## src/rtl/mac_frame_enc_pkg.sv

```systemverilog
// Shared definitions for the egress frame re-assembler.
// Header layout, size limits and FSM state encoding.
package mac_frame_enc_pkg;

    localparam int HDR_DWIDTH_DEF = 128;
    localparam int HDR_BYTES      = 14;
    localparam int HDR_BITS       = HDR_BYTES * 8;
    localparam int SRCPORT_MSB    = 15;
    localparam int SRCPORT_LSB    = 12;
    localparam int ETH_MIN_FRAME  = 60;
    localparam int CNT_W          = 11;

    localparam logic [CNT_W-1:0] CNT_MAX = '1;

    typedef enum logic [2:0] {
        ST_IDLE,
        ST_HLOAD,
        ST_HDR,
        ST_BODY,
        ST_PAD,
        ST_DROP
    } state_t;

    function automatic logic [CNT_W-1:0] sat_inc(input logic [CNT_W-1:0] c);
        return (c == CNT_MAX) ? c : c + 1'b1;
    endfunction

endpackage

```

## src/rtl/mac_frame_enc.sv

```systemverilog
// Egress frame re-assembler: header word + body bytes into one byte stream.
// Drops reflected frames and zero-pads frames shorter than MIN_FRAME.
module mac_frame_enc
    import mac_frame_enc_pkg::*;
#(
    parameter int HEADER_DWIDTH = HDR_DWIDTH_DEF,
    parameter int PORT_ID       = 0,
    parameter int MIN_FRAME     = ETH_MIN_FRAME
) (
    input  logic                     clk,
    input  logic                     rst_n,
    input  logic [HEADER_DWIDTH-1:0] h_fifo_dout,
    input  logic                     h_fifo_empty,
    output logic                     h_fifo_rden,
    input  logic [7:0]               b_fifo_dout,
    input  logic                     b_fifo_del,
    input  logic                     b_fifo_empty,
    output logic                     b_fifo_rden,
    output logic [7:0]               o_fifo_din,
    output logic                     o_fifo_wren,
    output logic                     o_fifo_del,
    input  logic                     o_fifo_afull,
    output logic [15:0]              frame_cnt,
    output logic [15:0]              drop_cnt
);

    localparam logic [3:0]  PID  = 4'(PORT_ID);
    localparam logic [11:0] MINF = 12'(MIN_FRAME);

    state_t             state;
    logic [HDR_BITS-1:0] hdr;
    logic [CNT_W-1:0]   cnt;
    logic               h_dv;
    logic               b_dv;
    logic               hold_v;
    logic               hold_del;
    logic [7:0]         hold;

    logic               have;
    logic               have_del;
    logic [7:0]         have_byte;
    logic [11:0]        cnt_nx;
    logic               issue;
    logic               unused_bits;

    assign unused_bits = ^h_fifo_dout[SRCPORT_LSB-1:0];

    // A body byte is either arriving from the FIFO now or parked in hold.
    always_comb begin
        have      = b_dv | hold_v;
        have_byte = b_dv ? b_fifo_dout : hold;
        have_del  = b_dv ? b_fifo_del : hold_del;
        cnt_nx    = {1'b0, cnt} + 12'd1;
        issue     = !b_fifo_empty && !b_fifo_rden && !(have && have_del);
    end

    always_ff @(posedge clk) begin
        if (!rst_n) begin
            state       <= ST_IDLE;
            hdr         <= '0;
            cnt         <= '0;
            h_dv        <= 1'b0;
            b_dv        <= 1'b0;
            hold_v      <= 1'b0;
            hold_del    <= 1'b0;
            hold        <= '0;
            h_fifo_rden <= 1'b0;
            b_fifo_rden <= 1'b0;
            o_fifo_din  <= '0;
            o_fifo_wren <= 1'b0;
            o_fifo_del  <= 1'b0;
            frame_cnt   <= '0;
            drop_cnt    <= '0;
        end else begin
            h_fifo_rden <= 1'b0;
            b_fifo_rden <= 1'b0;
            o_fifo_wren <= 1'b0;
            o_fifo_del  <= 1'b0;
            h_dv        <= h_fifo_rden;
            b_dv        <= b_fifo_rden;
            unique case (state)
                ST_IDLE: begin
                    if (!h_fifo_empty) begin
                        h_fifo_rden <= 1'b1;
                        state       <= ST_HLOAD;
                    end
                end
                ST_HLOAD: begin
                    if (h_dv) begin
                        hdr <= h_fifo_dout[HEADER_DWIDTH-1 -: HDR_BITS];
                        cnt <= '0;
                        if (h_fifo_dout[SRCPORT_MSB:SRCPORT_LSB] == PID)
                            state <= ST_DROP;
                        else
                            state <= ST_HDR;
                    end
                end
                ST_HDR: begin
                    if (!o_fifo_afull) begin
                        o_fifo_wren <= 1'b1;
                        o_fifo_din  <= hdr[HDR_BITS-1 -: 8];
                        hdr         <= hdr << 8;
                        cnt         <= cnt + 1'b1;
                        if (cnt == CNT_W'(HDR_BYTES - 1))
                            state <= ST_BODY;
                    end
                end
                ST_BODY: begin
                    b_fifo_rden <= issue && !o_fifo_afull;
                    if (have && !o_fifo_afull) begin
                        hold_v      <= 1'b0;
                        o_fifo_wren <= 1'b1;
                        o_fifo_din  <= have_byte;
                        cnt         <= sat_inc(cnt);
                        if (have_del) begin
                            if (cnt_nx >= MINF) begin
                                o_fifo_del <= 1'b1;
                                frame_cnt  <= frame_cnt + 16'd1;
                                state      <= ST_IDLE;
                            end else begin
                                state <= ST_PAD;
                            end
                        end
                    end else if (b_dv) begin
                        // Egress is full: park the returned byte, never lose it.
                        hold_v   <= 1'b1;
                        hold     <= b_fifo_dout;
                        hold_del <= b_fifo_del;
                    end
                end
                ST_PAD: begin
                    if (!o_fifo_afull) begin
                        o_fifo_wren <= 1'b1;
                        o_fifo_din  <= 8'h00;
                        cnt         <= cnt + 1'b1;
                        if (cnt_nx >= MINF) begin
                            o_fifo_del <= 1'b1;
                            frame_cnt  <= frame_cnt + 16'd1;
                            state      <= ST_IDLE;
                        end
                    end
                end
                ST_DROP: begin
                    b_fifo_rden <= issue;
                    if (b_dv && b_fifo_del) begin
                        drop_cnt <= drop_cnt + 16'd1;
                        state    <= ST_IDLE;
                    end
                end
                default: state <= ST_IDLE;
            endcase
        end
    end

endmodule

```

## config.mk

```make
export PLATFORM = sky130hd
export DESIGN_NAME = mac_frame_enc
export DESIGN_NICKNAME = d
export VERILOG_FILES = /design/src/rtl/mac_frame_enc_pkg.sv /design/src/rtl/mac_frame_enc.sv
export SDC_FILE = /design/constraint.sdc
export NUM_CORES = 1
export LEC_CHECK = 0
export ABC_AREA = 1
export CORE_MARGIN = 10
export CORE_UTILIZATION = 52
export CTS_BUF_LIST = sky130_fd_sc_hd__clkbuf_8
export DETAILED_ROUTE_END_ITERATION = 12
export PLACE_DENSITY = 0.82
export SYNTH_ARGS = -nofsm -noshare
export SYNTH_HDL_FRONTEND = slang
export SYNTH_SLANG_ARGS = --single-unit
```

## constraint.sdc

```tcl
create_clock -name clk -period 2.1 [get_ports clk]
set_input_delay 0.315 -clock clk [delete_from_list [all_inputs] [get_ports clk]]
set_output_delay 0.315 -clock clk [all_outputs]
set_load 0.02 [all_outputs]
```

==> summary.md, run 1 <==
| Metric | Value |
|---|---|
| Total grt overflow | 0 |
| Antenna viol nets, final | 0 |
| Final #Nets | between 1000 and 1500 |
| Synthesized flop and latch total | 182 |
| CTS tree | built |
| Post-DP HPWL | 15500 um |
| Worst Setup End Kind | primary output |
| Outcome | finished clean |
| Most frequent cells in the layout | nand2_1, dfxtp_1, clkdlybuf4s50_1 |
| Clk_skew | between 0.01 and 0.015 ns |
| Crit Path Category | flip-flop to primary output |
| Crit path launch type | flip-flop |
| CP delay by family, top | buffers and inverters |
| Critical path's slowest cell | clkdlybuf4s50_1 |
| Most common cell after layout, fill and taps aside | nand2_1 |
| Cell Pwr Density | 858 mW/mm^2 |
| Leakage power total | between 3 and 4 nW |
| Actual slew at the worst max-slew pin | ~0.58 ns |
| Number of synthesized flops with an enable pin | 0 |
| Slowest cell delay on critical path | approximately 0.69 ns |
| Total Routing Usage GR | around a fifth |
| Critical Path RT | about 1.8 ns |
| Layout cells sized above 1 | under 10% |
| Final core occ | between 60 and 70% |
| Layout overhead on the synthesized area | 28.6% |
| Worst r2r src | cnt[1] |
| Root Driver | clkbuf_8 |
| Vert. Die Dim | between 100 and 150 um |
| Worst-case reg-to-reg path depth | 12 |
| Final setup vio count | 0 |
| Worst-Skew Late Latency | roughly 0.47 ns |
| Synth cell types | 39 |
| Hold WC Path Type | input port to flip-flop |
| Mapped Cells | between 1000 and 1500 |
| Reg2reg end | frame_cnt[8] |
| Post-synth ARST share | 0% |
| Syn_area_per_cell | 7.25 sq um |
| I/O pin count | 186 |
| Slew Limit Fails | 0 |
| Syn. warnings | 0 |
| Number of max-cap violations | 0 |
| Synth Flop Type | dfxtp_1 |
| Hold Path Cell Cnt | 3 |
| Final count of hold timing violations | 0 |
| Crit path max fanout | 5 |
| Cell Area, Synth | 0.00824 sq mm |
| Reg2reg setup slack | between 0.15 and 0.2 ns |
| Final min period | between 1.5 and 2 ns |
| Worst path buffer plus inverter count | 1 |
| Ant diodes | 0 |
| Seq/Total Area, Yosys | roughly 44% |
| Net count of the mapped netlist | ~1300 |
| Via count | a little under 8000 |
| Number of buffers created by CTS | 17 |
| CTS H-Tree Depth | 4 |
| Wire per inst | 14.8 um |
| Die area | approximately 0.021 sq mm |
| Drt pass-1 iters | 5 |
| Critical Path AT | approximately 1.6 ns |
| Pin count of the biggest net entering global routing | between 100 and 150 |
| First-pass GRT wire length | approximately 36000 um |
| GP Congestion | ~0.88 |
| Hold Crit Start | rst_n |
| Vias in the first global route | ~7200 |
| Worst path cell trace | clkdlybuf4s50_1 |
| Worst hold slack | about 0.26 ns |
| Core Region | roughly 0.015 sq mm |
| Die span in x | ~150 um |
| Vias per inst | 5.29 |
| PortBufs | ~170 |
| Initial Util | between 50% and 60% |
| CTS Sinks | about 180 |
| Hold Path Sink | o_fifo_wren |
| Initial drt markers | between 600 and 700 |
| Final wirelength | 22200 um |
| Worst-case clock buffer depth | 2 |
| Fmax | just over 500 MHz |
| Initial antenna violation count | 1 |
| Worst vdd ir | between 0.6 and 0.7 mV |
| Period utilisation layout | between 90% and 100% |
| Max transition margin | ~61% |
| Worst-path clk slew | 0.09 ns |
| Row count | 45 |
| # DRC | 0 |
[how the worst max path moves through the flow]
stage,startpoint,cells past startpoint,end,slack [ns]
3_3_place_gp,b_fifo_del,12,drop_cnt[15],0.11
6_report,drop_cnt[0],1,drop_cnt[0],0.16
3_5_place_dp,cnt[1],12,frame_cnt[8],0.07
4_1_cts,cnt[1],12,frame_cnt[8],0.05
2_1_floorplan,cnt[1],13,frame_cnt[14],0.34
5_1_grt,cnt[1],12,frame_cnt[8],-0.02
[sequential cells by signal, indices dropped and copies added, names as in the netlist, 3 cells and up]
name and count:
frame_cnt 16, drop_cnt 16, state 3, hold 8, cnt 11, hdr 112, o_fifo_din 8
[power breakdown]
group / switching, mW / leakage (nW) / total (mW) / internal (mW)
sequential: 0.267 / 1.47 / 4.21 / 3.94
clock: 1.33 / 0.216 / 2.63 / 1.31
combinational: 1.35 / 2.31 / 2.25 / 0.903
total: 2.94 / 4.00 / 9.09 / 6.15
[final cells by class]
class / instances / area, sq um
fillers: 1274 / 4770
multi-input cells: 827 / 4080
flip-flops and latches: 182 / 3650
repair buffers: 196 / 1970
well taps: 211 / 264
clock buffers: 17 / 234
inverters: 55 / 209
clock inverters: 15 / 203
[metrics by stage]
step	area (sq um)	total power, mW	worst slack [ns]	instances	setup TNS [ns]
floorplan	8240	5.72	0.341	1137	0
global placement	10100	6.46	0.113	1469	0
detailed placement	10100	6.53	0.0687	1469	0
CTS	10600	9.12	0.0490	1501	0
global route	10600	9.59	-0.0161	1503	-0.0346
finish	10600	9.09	0.157	1503	0
[Yosys cell counts, drive strengths merged (2+ instances only)]
master	count	share of area, %
buf	32	2.2
clkbuf	41	1.9
o21ai	135	8.2
a211oi	17	1.5
nor2	73	3.7
a21oi	48	3.0
nand4	6	0.46
nor3	15	1.2
nor4	5	0.38
o21a	3	0.27
a31oi	105	8.0
or2	9	0.68
nand2	342	16
dfxtp	182	44
inv	55	2.5
o21bai	2	0.27
nand3b	2	0.33
xnor2	5	0.53
nand3	42	2.7
ha	4	0.61
xor2	12	1.3
[per-layer routing]
metal  part of all wire [%]  global-route usage (%)
met3                    5.5                    5.50
met2                     47                    31.8
met5                  0.059                       0
met1                     46                    26.3
met4                    1.4                    5.92
[cell families (layout without fill, tap and decap cells)]
group | after synthesis | after routing | share of synthesized area, %
xor gates and xnor gates | 17 | 17 | 1.81
muxes | 1 | 1 | 0.121
adders and majority gates | 4 | 4 | 0.607
buffers and inverters | 128 | 283 | 6.63
and+or+nand+nor | 495 | 495 | 25.4
DFF | 182 | 182 | 44.2
AOI/OAI and AO/OA | 310 | 310 | 21.2
[what timing repair did]
action	in CTS	in global routing
resized for setup	0	7
setup endpoints to repair	0	17
setup buffers	0	2
hold buffers	0	0
No activity file was read; power rests on OpenSTA's default activity.
==> run 2, diff against run 1 <==
--- a/config.mk
+++ b/config.mk
@@ -7,10 +7,10 @@
 export LEC_CHECK = 0
 export ABC_AREA = 1
 export CORE_MARGIN = 10
-export CORE_UTILIZATION = 52
+export CORE_UTILIZATION = 56
 export CTS_BUF_LIST = sky130_fd_sc_hd__clkbuf_8
 export DETAILED_ROUTE_END_ITERATION = 12
-export PLACE_DENSITY = 0.82
+export PLACE_DENSITY = 0.88
 export SYNTH_ARGS = -nofsm -noshare
 export SYNTH_HDL_FRONTEND = slang
 export SYNTH_SLANG_ARGS = --single-unit
==> constraint.sdc (replaced) <==
create_clock -name clk -period 2.5 [get_ports clk]
set_input_delay 0.375 -clock clk [delete_from_list [all_inputs] [get_ports clk]]
set_output_delay 0.375 -clock clk [all_outputs]
set_load 0.02 [all_outputs]
==> summary.md, run 2 (synthesis gave the netlist of run 1 again) <==
| Metric | Value |
|---|---|
| Outcome | finished clean |
| Row count | 44 |
| Worst-case clock buffer depth | 2 |
| Cts hold-fix bufs | 0 |
| Final wirelength | 21600 um |
| Cell Pwr Density | slightly above 700 mW/mm^2 |
| Via count | ~8000 |
| Die span in x | between 100 and 150 um |
| Initial Util | between 50% and 60% |
| Pin count of the biggest net entering global routing | approximately 110 |
| Critical path origin | state[1] |
| Most common cell after layout, fill and taps aside | nand2_1 |
| Largest Register | hdr |
| Vias per inst | between 5 and 6 |
| CTS H-Tree Depth | 4 |
| Worst vdd ir | about 0.43 mV |
| Leakage power total | 3.91 nW |
| Crit path launch type | flip-flop |
| Final core occ | 71.8% |
| Hold Path Sink | b_dv |
| Antenna viol nets, final | 0 |
| Final #Nets | 1411 |
| Worst-Skew Late Latency | between 0.4 and 0.5 ns |
| GP Congestion | ~0.9 |
| Final count of hold timing violations | 0 |
| Total Routing Usage GR | 21.0% |
| Crit path max fanout | 17 |
| Hold Crit Start | rst_n |
| RSZ-0062 raised after global routing | false |
| Core Region | approximately 0.014 sq mm |
| Number of buffers created by CTS | 17 |
| Hold WC Path Type | input port to flip-flop |
| First-pass GRT wire length | roughly 35000 um |
| Final min period | roughly 2.1 ns |
| Initial drt markers | roughly 670 |
| Number of max-cap violations | 0 |
| Worst-path clk slew | around 0.090 ns |
| Critical Path RT | 2.91 ns |
| Post-DP HPWL | between 10000 and 15000 um |
| CTS tree | built |
| Min setup slack post-route | about 0.37 ns |
| Ant diodes | 0 |
| CTS Sinks | around 180 |
| Actual slew at the worst max-slew pin | between 0.5 and 0.6 ns |
| Final setup TNS | 0 ns |
| Vert. Die Dim | approximately 140 um |
| Layout overhead on the synthesized area | 26.0% |
| Worst slack, placed | approximately 0.22 ns |
| Initial antenna violation count | 1 |
| Largest regs | hdr (112), drop_cnt (16), frame_cnt (16) |
| Hold Path Cell Cnt | 3 |
| Max transition margin | between 60% and 70% |
| Placed cells | 1430 |
| PortBufs | between 150 and 200 |
| Reg2reg setup slack | 0.37 ns |
| Fmax | 470 MHz |
| Most frequent cells in the layout | nand2_1, dfxtp_1, clkdlybuf4s50_1 |
| Die area | between 0.015 and 0.02 sq mm |
| Vias in the first global route | 7183 |
| Worst Setup End Kind | flip-flop |
| Layout cells sized above 1 | about 5.9% |
| Max reg flops | around 110 |
| Root Driver | clkbuf_8 |
| Total grt overflow | 0 |
| Worst hold slack | about 0.25 ns |
| Reg2reg end | frame_cnt[3] |
| I/O pin count | 186 |
| Worst-case reg-to-reg path depth | 8 |
| Final setup vio count | 0 |
| Slew Limit Fails | 0 |
| Wire per inst | around 15 um |
| Period utilisation layout | a little under nine tenths |
| Postcts setup bufs | 0 |
| Fillcell total | 1138 |
| # DRC | 0 |
| Clk_skew | 0.0154 ns |
| Drt pass-1 iters | 6 |
| PostCTS Resize Cnt | 0 |
| Critical Path AT | 2.54 ns |
| Final Non-Filler Cells | 1460 |
| Crit Path Category | flip-flop to flip-flop |
| Worst r2r src | state[1] |
==> run 2: changes by cell type in the layout (fill, tap and decap cells not counted), sizes merged <==
cell / delta
buf: -14
clkinvlp: -2
inv: -1
clkinv: +2
bufinv: -1
==> run 2: layer usage <==
layer / GRT usage (%) / up-vias / part of all wire (%)
li1: - / 4100 / -
met1: 27.1 / 3567 / 43
met2: 32.7 / 258 / 48
met3: 6.04 / 30 / 7.7
met4: 7.34 / 2 / 1.7
met5: 0 / - / 0.060
==> run 2: final cells by class <==
class	count	area, sq um	area share [%]
well taps	184	230	2.22
inverters	55	210	2.02
repair buffers	182	1860	17.9
clock buffers	17	234	2.25
clock inverters	13	145	1.40
flip-flops and latches	182	3640	35.1
multi-input cells	827	4070	39.2
==> run 2: worst max-delay path by stage <==
stage          slack (ns)            end  cells past startpoint
3_5_place_dp         0.22   drop_cnt[15]                     12
4_1_cts              0.36  o_fifo_din[5]                      7
3_3_place_gp         0.33   drop_cnt[15]                     12
6_report             0.37   frame_cnt[3]                      8
5_1_grt              0.13  o_fifo_din[3]                      7
2_1_floorplan        0.74  frame_cnt[14]                     13
==> run 2: through the flow <==
| step | instance area (sq um) | power [mW] |
|---|---|---|
| 6_report | 10400 | 7.34 |
| 5_1_grt | 10400 | 7.77 |
| 4_1_cts | 10400 | 7.36 |
| 3_5_place_dp | 10000 | 5.42 |
| 3_3_place_gp | 10000 | 5.37 |
| 2_1_floorplan | 8240 | 4.80 |
==> run 2: worst max-delay path: stages (launching register included) <==
cell and delay [ns]:
dfxtp_1 0.56, nand3_2 0.32, nand2_1 0.20, o21ai_0 0.14
nor3_2 0.21, nand2_4 0.19, inv_4 0.20, nand2_1 0.07
a21oi_1 0.14
==> run 2: power breakdown <==
part	leakage [nW]	internal (mW)	total (mW)	switching, mW
combinational	2.24	0.721	1.84	1.12
sequential	1.47	3.31	3.53	0.214
clock	0.206	0.958	1.97	1.01
